==> src/rtl/mem_wb_stage.sv <==
// -----------------------------------------------------------------------------
// mem_wb_stage
//   Memory-to-writeback pipeline register. It captures one MEM entry per
//   cycle, forms the writeback value (ALU result, extracted load value or
//   link address PC+8), resolves the destination register and drives the
//   register-file write port and the forwarding bus. It also counts retired
//   (accepted) entries.
//
//   Optional feature macro: SUBWORD_LOAD_EN
//     defined   : byte/half load extraction with sign or zero extension
//     undefined : load results pass the raw memory word unchanged
//
// Ports
//   clk, reset_n          rising-edge clock, asynchronous active-low reset
//   in_valid              upstream entry valid
//   in_RegWrite           entry writes a register
//   in_RegDst[1:0]        destination select: 00 rc, 01 rb, 10 r1, 11 r31
//   in_rb, in_rc[4:0]     instruction register fields
//   in_sel[1:0]           result source: 00/11 ALU, 01 load, 10 link
//   in_alu/in_mem/in_pc   ALU result, raw load word, instruction PC
//   in_ld_size[1:0]       00/11 word, 01 byte, 10 half
//   in_ld_signed          sign-extend sub-word load
//   in_addr_lo[1:0]       load address bits [1:0]
//   stall, flush          hold stage / insert bubble (flush wins)
//   RegWrite, RegDst, rb, rc, wdata   register-file write port
//   fwd_valid, fwd_reg, fwd_data      forwarding bus
//   retire_cnt            accepted-entry count (wraps)
// -----------------------------------------------------------------------------
module mem_wb_stage #(
    parameter int RETIRE_CNT_W = 32
) (
    input  logic                    clk,
    input  logic                    reset_n,
    input  logic                    in_valid,
    input  logic                    in_RegWrite,
    input  logic [1:0]              in_RegDst,
    input  logic [4:0]              in_rb,
    input  logic [4:0]              in_rc,
    input  logic [1:0]              in_sel,
    input  logic [31:0]             in_alu,
    input  logic [31:0]             in_mem,
    input  logic [31:0]             in_pc,
    input  logic [1:0]              in_ld_size,
    input  logic                    in_ld_signed,
    input  logic [1:0]              in_addr_lo,
    input  logic                    stall,
    input  logic                    flush,
    output logic                    RegWrite,
    output logic [1:0]              RegDst,
    output logic [4:0]              rb,
    output logic [4:0]              rc,
    output logic [31:0]             wdata,
    output logic                    fwd_valid,
    output logic [4:0]              fwd_reg,
    output logic [31:0]             fwd_data,
    output logic [RETIRE_CNT_W-1:0] retire_cnt
);

    // Map the destination select onto an architectural register number.
    function automatic logic [4:0] resolve_dst(input logic [1:0] dst,
                                               input logic [4:0] rb_f,
                                               input logic [4:0] rc_f);
        logic [4:0] r;
        case (dst)
            2'b00:   r = rc_f;
            2'b01:   r = rb_f;
            2'b10:   r = 5'd1;
            2'b11:   r = 5'd31;
            default: r = 5'd0;
        endcase
        return r;
    endfunction

`ifdef SUBWORD_LOAD_EN
    // Little-endian sub-word extraction; half loads ignore address bit 0.
    function automatic logic [31:0] extract_load(input logic [31:0] mem,
                                                 input logic [1:0]  size,
                                                 input logic        sgn,
                                                 input logic [1:0]  addr);
        logic [31:0] byte_sh;
        logic [31:0] half_sh;
        logic [31:0] r;
        byte_sh = mem >> {addr, 3'b000};
        half_sh = mem >> {addr[1], 4'b0000};
        case (size)
            2'b01:   r = {{24{sgn & byte_sh[7]}}, byte_sh[7:0]};
            2'b10:   r = {{16{sgn & half_sh[15]}}, half_sh[15:0]};
            default: r = mem;
        endcase
        return r;
    endfunction
`endif

    logic        rw_s;
    logic [31:0] load_s;
    logic [31:0] result_s;
    logic [4:0]  dst_s;
    logic [1:0]  nxt_regdst_s;
    logic [4:0]  nxt_rb_s;
    logic [4:0]  nxt_rc_s;
    logic [31:0] nxt_wdata_s;
    logic [4:0]  nxt_fwd_reg_s;
    logic        nxt_fwd_valid_s;

`ifdef SUBWORD_LOAD_EN
    assign load_s = extract_load(in_mem, in_ld_size, in_ld_signed, in_addr_lo);
`else
    // Sub-word controls have no effect in this build.
    logic unused_load_ctrl_s;
    assign unused_load_ctrl_s = ^{in_ld_size, in_ld_signed, in_addr_lo};
    assign load_s = in_mem;
`endif

    // Next-entry values; non-writing entries are forced to an all-zero r0 write.
    always_comb begin
        rw_s            = in_valid & in_RegWrite;
        result_s        = in_alu;
        nxt_regdst_s    = 2'b00;
        nxt_rb_s        = 5'd0;
        nxt_rc_s        = 5'd0;
        nxt_wdata_s     = 32'd0;
        nxt_fwd_reg_s   = 5'd0;
        nxt_fwd_valid_s = 1'b0;
        case (in_sel)
            2'b01:   result_s = load_s;
            2'b10:   result_s = in_pc + 32'd8;
            default: result_s = in_alu;
        endcase
        dst_s = resolve_dst(in_RegDst, in_rb, in_rc);
        if (rw_s) begin
            nxt_regdst_s    = in_RegDst;
            nxt_rb_s        = in_rb;
            nxt_rc_s        = in_rc;
            nxt_wdata_s     = result_s;
            nxt_fwd_reg_s   = dst_s;
            nxt_fwd_valid_s = (dst_s != 5'd0);
        end else begin
            nxt_regdst_s    = 2'b00;
            nxt_rb_s        = 5'd0;
            nxt_rc_s        = 5'd0;
            nxt_wdata_s     = 32'd0;
            nxt_fwd_reg_s   = 5'd0;
            nxt_fwd_valid_s = 1'b0;
        end
    end

    // Stage register: flush inserts a bubble, stall holds, otherwise capture.
    always_ff @(posedge clk or negedge reset_n) begin
        if (!reset_n) begin
            RegWrite   <= 1'b0;
            RegDst     <= 2'b00;
            rb         <= 5'd0;
            rc         <= 5'd0;
            wdata      <= 32'd0;
            fwd_valid  <= 1'b0;
            fwd_reg    <= 5'd0;
            retire_cnt <= '0;
        end else if (flush) begin
            RegWrite   <= 1'b0;
            RegDst     <= 2'b00;
            rb         <= 5'd0;
            rc         <= 5'd0;
            wdata      <= 32'd0;
            fwd_valid  <= 1'b0;
            fwd_reg    <= 5'd0;
        end else if (!stall) begin
            RegWrite   <= rw_s;
            RegDst     <= nxt_regdst_s;
            rb         <= nxt_rb_s;
            rc         <= nxt_rc_s;
            wdata      <= nxt_wdata_s;
            fwd_valid  <= nxt_fwd_valid_s;
            fwd_reg    <= nxt_fwd_reg_s;
            if (in_valid) begin
                retire_cnt <= retire_cnt + {{(RETIRE_CNT_W-1){1'b0}}, 1'b1};
            end
        end
    end

    // Forwarded data is the registered write data itself.
    assign fwd_data = wdata;

endmodule

==> config.mk <==
export PLATFORM = sky130hd
export DESIGN_NAME = mem_wb_stage
export DESIGN_NICKNAME = d
export VERILOG_FILES = /design/src/rtl/mem_wb_stage.sv
export SDC_FILE = /design/constraint.sdc
export NUM_CORES = 1
export LEC_CHECK = 0
export BUFFER_PORTS_ARGS = -buffer_cell sky130_fd_sc_hd__buf_4
export CAP_MARGIN = 20
export CORE_AREA = 8 8 118 99
export CTS_CLUSTER_DIAMETER = 120
export CTS_CLUSTER_SIZE = 20
export DETAILED_ROUTE_END_ITERATION = 8
export DIE_AREA = 0 0 126 107
export GPL_TIMING_DRIVEN = 0
export PLACE_DENSITY = 0.9
export SYNTH_ARGS = -nofsm -noshare
export SYNTH_HDL_FRONTEND = slang
export SYNTH_SLANG_ARGS = --single-unit
==> constraint.sdc <==
create_clock -name clk -period 3.3 [get_ports clk]
set_input_delay 0.825 -clock clk [delete_from_list [all_inputs] [get_ports clk]]
set_output_delay 0.825 -clock clk [all_outputs]
set_load 0.1 [all_outputs]
# Word-level counts from Yosys, hierarchy flattened
# Index checks and enable logic that the tools add are counted.
[totals] register_bits=83 input_bits=121 output_inout_bits=115 elab_cells=44
[op_classes] addsub=2 eq_ne=6 n_mux=22 bitwise=3 n_reduce_logical=3
[op_table] cell="32-bit 2-to-1 mux" n=3
[op_table] cell="32-bit case mux with 2 select lines" n=1
[op_table] cell="5-bit 2-to-1 mux" n=9
[op_table] cell="32-bit by 1-bit adder with 32-bit output (second input constant)" n=1
[op_table] cell="32-bit by 4-bit adder with 32-bit output (second input constant)" n=1
[op_table] cell="5-bit case mux with 4 select lines" n=1
[op_table] cell="2-bit == test (second input constant)" n=3
[op_table] cell="2-bit 2-to-1 mux" n=3
[op_table] cell="1-bit 2-to-1 mux" n=5
[op_table] cell="5-bit nonzero test" n=1
[op_table] cell="2-bit by 1-bit == test with 1-bit output (second input constant)" n=2
[op_table] cell="3-bit AND reduction" n=1
[op_table] cell="2-bit logical NOT" n=1
[op_table] cell="2-bit by 1-bit inequality test with 1-bit output (second input constant)" n=1
[op_table] cell="1-bit NOT" n=2
[op_table] cell="1-bit AND" n=1

# Depth between registers and ports, before layout
# Gate-level depths: netlist of the first run.
[logic_depth] ltp_word=6 depth_mapped=8 depth_no_buf=7

# Worst setup path before layout of the first run
# No wires, ideal clock.
[synth_path] path_kind="reg-to-reg" start="register retire_cnt[8]" end="register retire_cnt[25]" setup_ns=0.158 arrival_ns=2.273 required_time_ns=3.142 setup_slack_ns=0.869 path_stages_with_launch=7 path_buffers=1 period_less_slack_ns=2.431 path_cell_list="dfrtp_1 nand4_1 nor4_2 and3_1 clkbuf_1 nand3_1 xnor2_1"
[synth_between] elab_chain_cells=1
[synth_lines] item="from (decl)" line_no="56" source="output logic [RETIRE_CNT_W-1:0] retire_cnt"
[synth_lines] item="from (signal assigned)" line_no="175" source="retire_cnt <= retire_cnt + {{(RETIRE_CNT_W-1){1'b0}}, 1'b1};"
[synth_lines] item="32-bit by 1-bit adder with 32-bit output" line_no="175"
# Every way passes these cells.
# A chain may end at the register's enable or synchronous reset.

# Final worst setup path of the first run
[layout_path] start="input flush" end="register wdata[28] (netlist: fwd_data[28])"
[layout_between] elab_chain_cells=1 word_cells_on_any_way=2 cone_classes="eq/ne: 1; mux: 1"
[layout_lines] item="from (decl)" line_no="47" source="input logic flush,"
[layout_lines] item="2-bit by 1-bit inequality test with 1-bit output (no line) or 32-bit 2-to-1 mux (tied branches)"
[layout_lines] item="to (signal assigned)" line_no="171" source="wdata <= nxt_wdata_s;"
[layout_lines] item="to (decl)" line_no="52" source="output logic [31:0] wdata,"
# Parallel ways exist; a longest one is shown, timed or not.

==> results of run 1 <==
[per-layer routing]
| metal | track usage [%] | vias to the layer above |
|---|---|---|
| met1 | 27.2 | 2386 |
| met3 | 9.18 | 29 |
| li1 | - | 2258 |
| met2 | 44.6 | 231 |
| met4 | 6.60 | 0 |
| met5 | 0 | - |
[metrics by stage]
step / cells / util, % / hold WS [ns] / power (uW) / instance area (sq um)
floorplan: 498 / - / 0.529 / 1710 / 4740
finish: 866 / 70.4 / 0.418 / 2960 / 6910
global placement: 849 / 67.3 / 0.463 / 2010 / 6610
detailed placement: 849 / 67.3 / 0.465 / 2030 / 6610
global route: 866 / 70.4 / 0.429 / 3070 / 6910
CTS: 865 / 70.1 / 0.478 / 2980 / 6890
[final cells by class]
cell class	instances	area (sq um)	share of cell area, %
Multi-Input combinational cell	344	2270	32.8
Sequential cell	83	2080	30.0
Timing Repair Buffer	230	1750	25.3
Buffer	60	348	5.03
Clock buffer	10	229	3.31
Tap cell	122	153	2.21
Clock inverter	6	48.8	0.706
Inverter	11	41.3	0.597
[cells by family (layout without fill, tap and decap cells)]
group,Yosys count,count (layout)
simple gates,155,155
compound gates,126,126
flops,83,83
buf+inv,71,317
xor+xnor,58,58
fa+ha+maj,4,4
mux,1,1
[report_power, final]
group / total [uW] / internal (uW) / leakage (uW) / switching, uW
registers: 1120 / 1060 / 0.00114 / 55.6
logic: 899 / 256 / 0.00210 / 643
clock network: 946 / 517 / 0.000126 / 428
[layout by cell type (no fill, tap or decap), types with 11 or more instances in the layout]
cell type,count
xnor2_1,39
clkbuf_1,26
a22oi_1,13
a22o_1,14
nand4_1,15
o21ai_0,34
dfrtp_1,83
nand3_1,23
nand2_1,58
buf_4,261
a221oi_1,11
nor2_1,15
xor2_1,19
o21ai_1,23
[worst min-delay path by stage]
stage	start	to	depth (start not counted)
detailed placement	retire_cnt[31]$_DFFE_PN0P_	retire_cnt[31]$_DFFE_PN0P_	1
CTS	retire_cnt[31]$_DFFE_PN0P_	retire_cnt[31]$_DFFE_PN0P_	1
floorplan	reset_n	RegDst[0]$_DFFE_PN0P_	0
global route	reset_n	fwd_data[26]$_DFFE_PN0P_	1
global placement	retire_cnt[31]$_DFFE_PN0P_	retire_cnt[31]$_DFFE_PN0P_	1
finish	reset_n	fwd_data[26]$_DFFE_PN0P_	1
==> out/qor.txt, run 1 <==
Fillers = 769
max cap viols = 0
CTS Buf Count = 9
Setup Fix Bufs, Post-CTS = 0
initial antenna violation count = 0
Starting Density = 48.2%
fmax = 0.383 GHz
Slew Limit Fails = 0
number of diodes = 0
Most used DFF post-synth = dfrtp_1
CTS Sinks = 83
setup TNS = 0 ns
H-tree depth = 3
FF+latch count, synth = 83
Post-DP HPWL = 13.7 mm
cts repair resizes = 0
routed via count = 4,904
CP startpoint kind = input pin
YS warnings = 0
Crit-path slowest cell = nor3b_2
Tcrit/Tclk final = 79.1%
Via density = 5.66
WL met3 = 1.61 mm
Die W = 126 microns
CTS tree = built
CP Capture Type = flip-flop
CP cell instances = buf_4 > nor3b_2 > and3_1 > clkbuf_1 > o21ai_0 > o221ai_2
CTS Hold Buffers Added = 0
DR pass1 iterations = 5
P&R area growth vs syn = 46.0%
die area = 0.0135 sq mm
Synth top cells by count = 83 x dfrtp_1, 58 x nand2_1, 39 x xnor2_1
Synth area leaders = dfrtp_1 44%, xnor2_1 7.2%, buf_4 5.1%, nand2_1 4.6%, o21ai_0 3.6%
worst-case headroom to the max-slew limit = 51.1%
CP Depth = 6
critical path class = in -> reg
post-route ant nets = 0
worst slew pin tran = 0.730 ns
worst r2r src = retire_cnt[8]$_DFFE_PN0P_
adder-cell share of the synthesized area = 1.06%
largest family of logic cells by synthesized area = compound AO/OA/AOI/OAI gates
Setup-failing EPs final = 0
RD Place Congestion = 0.875
root buf cell = clkbuf_16
worst skew pair latency = 0.32 ns
row count = 33
die height = 107 microns
simple-gate share of the synthesized area = 17.5%
final wirelength = 17.4 mm
EDFF count, synth = 0
delay-heaviest family, CP = simple AND/OR/NAND/NOR gates
FF-to-FF End = retire_cnt[27]$_DFFE_PN0P_
post-synthesis compound-gate area fraction = 18.4%
final setup margin = 0.689 ns
global-route wire length before repair = 27.0 mm
Worst path max stage delay = 0.61 ns
gr ovfl total = 0
IO buf count = 229
largest net degree at the start of global routing = 84
WL/cell = 20.1 microns
Syn Area/Cell = 9.51 sq um
CTS clk-pin slew, worst paths = 0.06 ns
Max Used Layer = met4
WP data required = 3.54 ns
post-synth top area share = 43.8%
Cell Area, Synth = 0.00474 sq mm
Post-synth ARST share = 100%
vias in the first global route = 5,262
wire length on met1 = 6.58 mm
R2R setup slack = 1.31 ns
worst min path class = in -> async
post-synthesis sequential area ratio = 43.8%
Detailed Route Iter0 Violations = 344
Core ar. = 0.00983 sq mm
Max clock buf depth = 2
worst setup path startpoint = flush
io pins = 236
xor/xnor cell area share of the yosys netlist = 10.7%
Synth area leader = dfrtp_1
DR DRC count = 0
Buf/Inv on CP = 2
cells on worst reg2reg path = 6
crit-path max FO = 10
share of layout cells above drive strength 1 = 39.7%
Synth Net Count = 623
outcome = complete, no violations
pre-CTS setup slack = 0.468 ns
Pwr Density = 428 mW/mm^2
count of cell types in the netlist = 43
gr usage total = 24.8%
crit path to = fwd_data[28]$_DFFE_PN0P_
met2 WL post-DR = 8.85 mm
crit path DAT = 2.85 ns
minimum clock period = 2.61 ns
Max Clock Skew = 0.00635 ns
multiplexer share of the synthesized area = 0.238%
nets@finish = 864
Peak supply drop = 319 uV
post-synthesis cell count = 498
Final Hold Vio Count = 0
Lkg Pwr = 0.00337 uW
most frequent cell after synthesis = dfrtp_1
RSZ-0062 raised after global routing = false
Note: power is estimated with default switching activity, not from simulation.
==> run 2: changes to the inputs <==
Settings changed: ABC_AREA set to 1, CORE_AREA 8 8 118 99 to 8 8 135 112, DIE_AREA 0 0 126 107 to 0 0 143 120, PLACE_DENSITY 0.9 to 0.82.
Clock period 3.3 ns to 2.4 ns, I/O delays scaled along.
==> out/qor.txt, run 2 <==
global-route wire length before repair = 31.7 mm
worst-case headroom to the max-slew limit = 53.9%
CTS tree = built
Slew Limit Fails = 0
Lkg Pwr = 0.00417 uW
Final Hold Vio Count = 0
most frequent cell after synthesis = nand2_1
CP startpoint kind = input pin
most frequent cells in the layout = 284 x nand2_1, 262 x buf_4, 121 x nor2_1
RSZ-0062 raised after global routing = false
worst slew pin tran = 0.691 ns
Via density = 5.02
post-synthesis compound-gate area fraction = 10.7%
max cap viols = 0
gr usage total = 23.6%
hold slack = 0.110 ns
cts repair resizes = 0
routed via count = 6,318
Peak supply drop = 373 uV
final setup margin = 0.363 ns
YS warnings = 0
simple-gate share of the synthesized area = 37.4%
Most used DFF post-synth = dfrtp_1
P&R area growth vs syn = 41.4%
Pwr Density = 600 mW/mm^2
Max Clock Skew = 0.00932 ns
Synth area leaders = dfrtp_1 37%, nand2_1 19%, nor2_1 8.1%, nand3_1 4.3%, buf_4 4.3%
post-synthesis sequential area ratio = 37.3%
post-synth top area share = 37.3%
DR pass1 iterations = 5
CTS Hold Buffers Added = 0
share of layout cells above drive strength 1 = 29.1%
vias in the first global route = 5,970
post-route cell area = 0.00788 sq mm
CTS Sinks = 83
Synth Net Count = 957
die area = 0.0172 sq mm
Synth area leader = dfrtp_1
io pins = 236
post-route ant nets = 0
worst min path class = in -> async
RD Place Congestion = 0.981
gr ovfl total = 0
Core ar. = 0.0131 sq mm
most common cell after layout, fill and taps aside = nand2_1
final wirelength = 20.6 mm
H-tree depth = 3
root buf cell = clkbuf_16
Starting Density = 42.6%
Max clock buf depth = 2
largest net degree at the start of global routing = 84
adder-cell share of the synthesized area = 0.898%
Syn Area/Cell = 6.70 sq um
Setup Fix Bufs, Post-CTS = 0
largest family of logic cells by synthesized area = simple AND/OR/NAND/NOR gates
multiplexer share of the synthesized area = 0%
WL/cell = 16.3 microns
placed cell area = 0.00753 sq mm
Detailed Route Iter0 Violations = 420
nets@finish = 1,199
FF+latch count, synth = 83
Post-DP HPWL = 16.6 mm
count of cell types in the netlist = 34
number of diodes = 0
Setup-failing EPs final = 0
pre-CTS setup slack = 0.0381 ns
Post-synth ARST share = 100%
fmax = 0.491 GHz
die height = 120 microns
initial antenna violation count = 0
row count = 38
critical path class = in -> reg
EDFF count, synth = 0
minimum clock period = 2.04 ns
IO buf count = 230
CP Capture Type = flip-flop
setup TNS = 0 ns
crit path DAT = 2.31 ns
worst skew pair latency = 0.34 ns
Tcrit/Tclk final = 84.9%
DR DRC count = 0
crit-path max FO = 10
Cell Area, Synth = 0.00558 sq mm
WP data required = 2.68 ns
outcome = complete, no violations
xor/xnor cell area share of the yosys netlist = 3.46%
Die W = 143 microns
Fillers = 1,237
post-synthesis cell count = 832
CTS Buf Count = 9
Synth top cells by count = 284 x nand2_1, 121 x nor2_1, 83 x dfrtp_1
CTS clk-pin slew, worst paths = 0.07 ns
## run 2: cell types whose count changed after synthesis, moves of 11 or more
cell,change
o21ai_1,-16
inv_1,+48
a21oi_1,+27
a22oi_1,-12
xnor2_1,-33
a221oi_1,-11
nand4_1,-11
nor2_2,+12
nand3_1,+25
nand2_1,+226
nor2_1,+106
## run 2: cells by family after synthesis
group	count (synthesis)
AO/OA/AOI/OAI	105
XOR/XNOR	22
adder cells (fa/ha/maj)	4
buffers and inverters	119
flip-flops	83
AND/OR/NAND/NOR	499
## run 2: power breakdown
group	total, uW	switching [uW]	internal, uW
registers	1590	109	1480
clock network	1540	593	943
logic	1600	1180	418
## run 2: worst max-delay path, cell delays in order
cell	delay, ns
buf_4	0.08
inv_1	0.03
ha_1	0.27
clkbuf_1	0.23
clkbuf_1	0.45
a21oi_1	0.09
a21oi_1	0.31
o21ai_0	0.16
nand2_1	0.08
## run 2: layer usage
layer  track usage, %  vias up  part of all wire [%]
met5                0        -                     0
met4             5.96        0                   1.3
met3             6.43       19                    10
met2             37.6      280                    46
met1             31.1     2915                    42
li1                 -     3104                     -
## run 2: metrics by stage
stage	util [%]	total power (uW)	std cells
finish	60.3	4730	1259
global route	60.3	4920	1259
CTS	60.1	4740	1258
detailed placement	57.6	3210	1242
global placement	57.6	3200	1242
floorplan	-	2700	832
## run 2: path summary, 6_finish.rpt
path                                           start                         end  slack (ns)  depth (start not counted)
max reg2reg                retire_cnt[0]$_DFFE_PN0P_  retire_cnt[16]$_DFFE_PN0P_        0.71                          6
max                                        in_sel[0]     fwd_data[6]$_DFFE_PN0P_        0.36                          9
max in group asynchronous                    reset_n  retire_cnt[11]$_DFFE_PN0P_        1.66                          2
min reg2reg                        rc[1]$_DFFE_PN0P_           rc[1]$_DFFE_PN0P_        0.49                          2
min in group clk                           in_alu[7]     fwd_data[7]$_DFFE_PN0P_        0.48                          3
min                                          reset_n    fwd_data[25]$_DFFE_PN0P_        0.11                          1
## run 2: layout make-up
cell class | instances | area (sq um) | area share (%)
Timing Repair Buffer | 231 | 1750 | 22.3
Clock inverter | 6 | 87.6 | 1.11
Multi-Input combinational cell | 630 | 2930 | 37.1
Clock buffer | 10 | 239 | 3.03
Sequential cell | 83 | 2080 | 26.4
Tap cell | 180 | 225 | 2.86
Inverter | 63 | 236 | 3.00
Buffer | 56 | 334 | 4.24
==> run 3: changes to the inputs <==
Settings changed: CORE_AREA 8 8 135 112 to 8 8 129 107, DIE_AREA 0 0 143 120 to 0 0 137 115, PLACE_DENSITY 0.82 to 0.85.
Clock period 2.4 ns to 1.9 ns, I/O delays scaled along.
==> out/qor.txt, run 3 (synthesis gave the netlist of run 2 again) <==
setup TNS = 0 ns
crit path to = fwd_data[9]$_DFFE_PN0P_
DR pass1 iterations = 7
CTS Buf Count = 9
final core occ = 66.7%
gr ovfl total = 0
most common cell after layout, fill and taps aside = nand2_1
worst min path class = in -> reg
die area = 0.0158 sq mm
delay-heaviest family, CP = buffers and inverters
io pins = 236
Peak supply drop = 494 uV
CP cell instances = buf_4 > inv_1 > ha_1 > clkbuf_1 > inv_1 > clkbuf_2 > nor2_1 > nor2_1 > nand2_1 > nand2_1
outcome = complete, no violations
Final Hold Vio Count = 0
vias in the first global route = 6,172
Gate power share = 34.4%
Setup-failing EPs final = 0
CP startpoint kind = input pin
Max clock buf depth = 2
number of diodes = 0
IO buf count = 230
share of layout cells above drive strength 1 = 31.9%
Tcrit/Tclk final = 94.6%
Crit-path slowest cell = ha_1
critical path class = in -> reg
CTS clk-pin slew, worst paths = 0.06 ns
worst r2r src = retire_cnt[0]$_DFFE_PN0P_
worst slew pin tran = 0.595 ns
post-route ant nets = 0
worst-case headroom to the max-slew limit = 60.3%
worst setup path startpoint = in_sel[0]
Via density = 5.11
Max Clock Skew = 0.00932 ns
P&R area growth vs syn = 41.2%
Reg power frac = 34.5%
hold slack = 0.352 ns
most frequent cells in the layout = 284 x nand2_1, 262 x buf_4, 121 x nor2_1
routed via count = 6,288
minimum clock period = 1.80 ns
Slew Limit Fails = 0
root buf cell = clkbuf_16
clock network fraction of design power = 31.1%
H-tree depth = 3
crit path DAT = 2.02 ns
row count = 36
DR DRC count = 0
RD Place Congestion = 0.942
Net Switching = 2410 uW
global-route wire length before repair = 32.5 mm
Lkg Pwr = 0.00413 uW
Die W = 137 microns
fmax = 0.556 GHz
WL/cell = 16.9 microns
final setup margin = 0.102 ns
gr usage total = 26.2%
R2R setup slack = 0.28 ns
RSZ-0062 raised after global routing = false
die height = 115 microns
CTS Sinks = 83
WP data required = 2.12 ns
pre-CTS setup slack = -0.221 ns
Post-DP HPWL = 16.6 mm
Detailed Route Iter0 Violations = 390
largest net degree at the start of global routing = 84
Fillers = 1,080
FF-to-FF End = retire_cnt[16]$_DFFE_PN0P_
worst skew pair latency = 0.33 ns
CP Depth = 10
Worst path max stage delay = 0.30 ns
crit-path max FO = 10
nets@finish = 1,199
Net Sw Frac = 40.9%
Pwr Density = 749 mW/mm^2
Pint = 3480 uW
CP Capture Type = flip-flop
cells on worst reg2reg path = 6
max cap viols = 0
final wirelength = 20.8 mm
Buf/Inv on CP = 5
Core ar. = 0.0118 sq mm
Register Area = 0.00211 sq mm
CTS tree = built
initial antenna violation count = 0
Starting Density = 47.2%
area of the multi-input gates = 0.00293 sq mm
==> run 3: changes by cell type in the layout (fill, tap and decap cells not counted), sizes merged <==
cell / change
bufinv: -1
clkbuf: -1
clkinv: -2
clkinvlp: +2
dlygate4sd3: +1
inv: +1
==> run 3: worst min path at each step <==
stage / start / endpoint / slack (ns) / cells past startpoint
finish: in_alu[8] / fwd_data[8]$_DFFE_PN0P_ / 0.35 / 3
detailed placement: RegWrite$_DFFE_PN0P_ / RegWrite$_DFFE_PN0P_ / 0.48 / 2
global route: in_alu[7] / fwd_data[7]$_DFFE_PN0P_ / 0.35 / 3
floorplan: reset_n / RegDst[0]$_DFFE_PN0P_ / 0.18 / 0
global placement: fwd_reg[3]$_DFFE_PN0P_ / fwd_reg[3]$_DFFE_PN0P_ / 0.47 / 2
CTS: in_alu[7] / fwd_data[7]$_DFFE_PN0P_ / 0.35 / 3
==> run 3: layout make-up <==
class	instances	share of cell area (%)
clock buffers	10	3.04
flip-flops and latches	83	26.8
well taps	152	2.42
multi-input cells	630	37.2
repair buffers	232	22.4
clock inverters	6	0.906
inverters	63	3.00
plain buffers	55	4.26
==> run 3: metrics by stage <==
| stage | std cells | power [uW] | cell area [sq um] |
|---|---|---|---|
| after global routing | 1231 | 6130 | 7870 |
| after detailed placement | 1214 | 4080 | 7520 |
| final | 1231 | 5900 | 7870 |
| after global placement | 1214 | 4050 | 7520 |
| after CTS | 1230 | 5910 | 7840 |
| after floorplan | 832 | 3420 | 5610 |
==> run 3: repair_timing <==
action,CTS,global route
resized for setup,0,8
setup buffers,0,0
hold buffers,0,1
setup endpoints to repair,0,21
hold endpoints to repair,0,11
==> run 3: power groups by stage <==
stage / registers (uW) / clock network (uW) / logic (uW)
final: 2030 / 1830 / 2030
after global placement: 2060 / 0 / 2000
after CTS: 2030 / 1860 / 2020
after global routing: 2050 / 1910 / 2160
after floorplan: 2800 / 0 / 625
after detailed placement: 2060 / 0 / 2010
==> run 3: per-layer routing <==
| layer | part of all wire (%) | wire length, microns | track usage (%) | up-vias |
|---|---|---|---|---|
| li1 | - | - | - | 3099 |
| met1 | 41 | 8500 | 33.5 | 2889 |
| met2 | 46 | 9500 | 41.2 | 266 |
| met3 | 11 | 2230 | 8.82 | 34 |
| met4 | 2.6 | 538 | 8.02 | 0 |
| met5 | 0 | 0 | 0 | - |
==> run 3: worst min-delay path: stages <==
cell	delay, ns
buf_4	0.07
o21ai_0	0.06
nand2_1	0.05
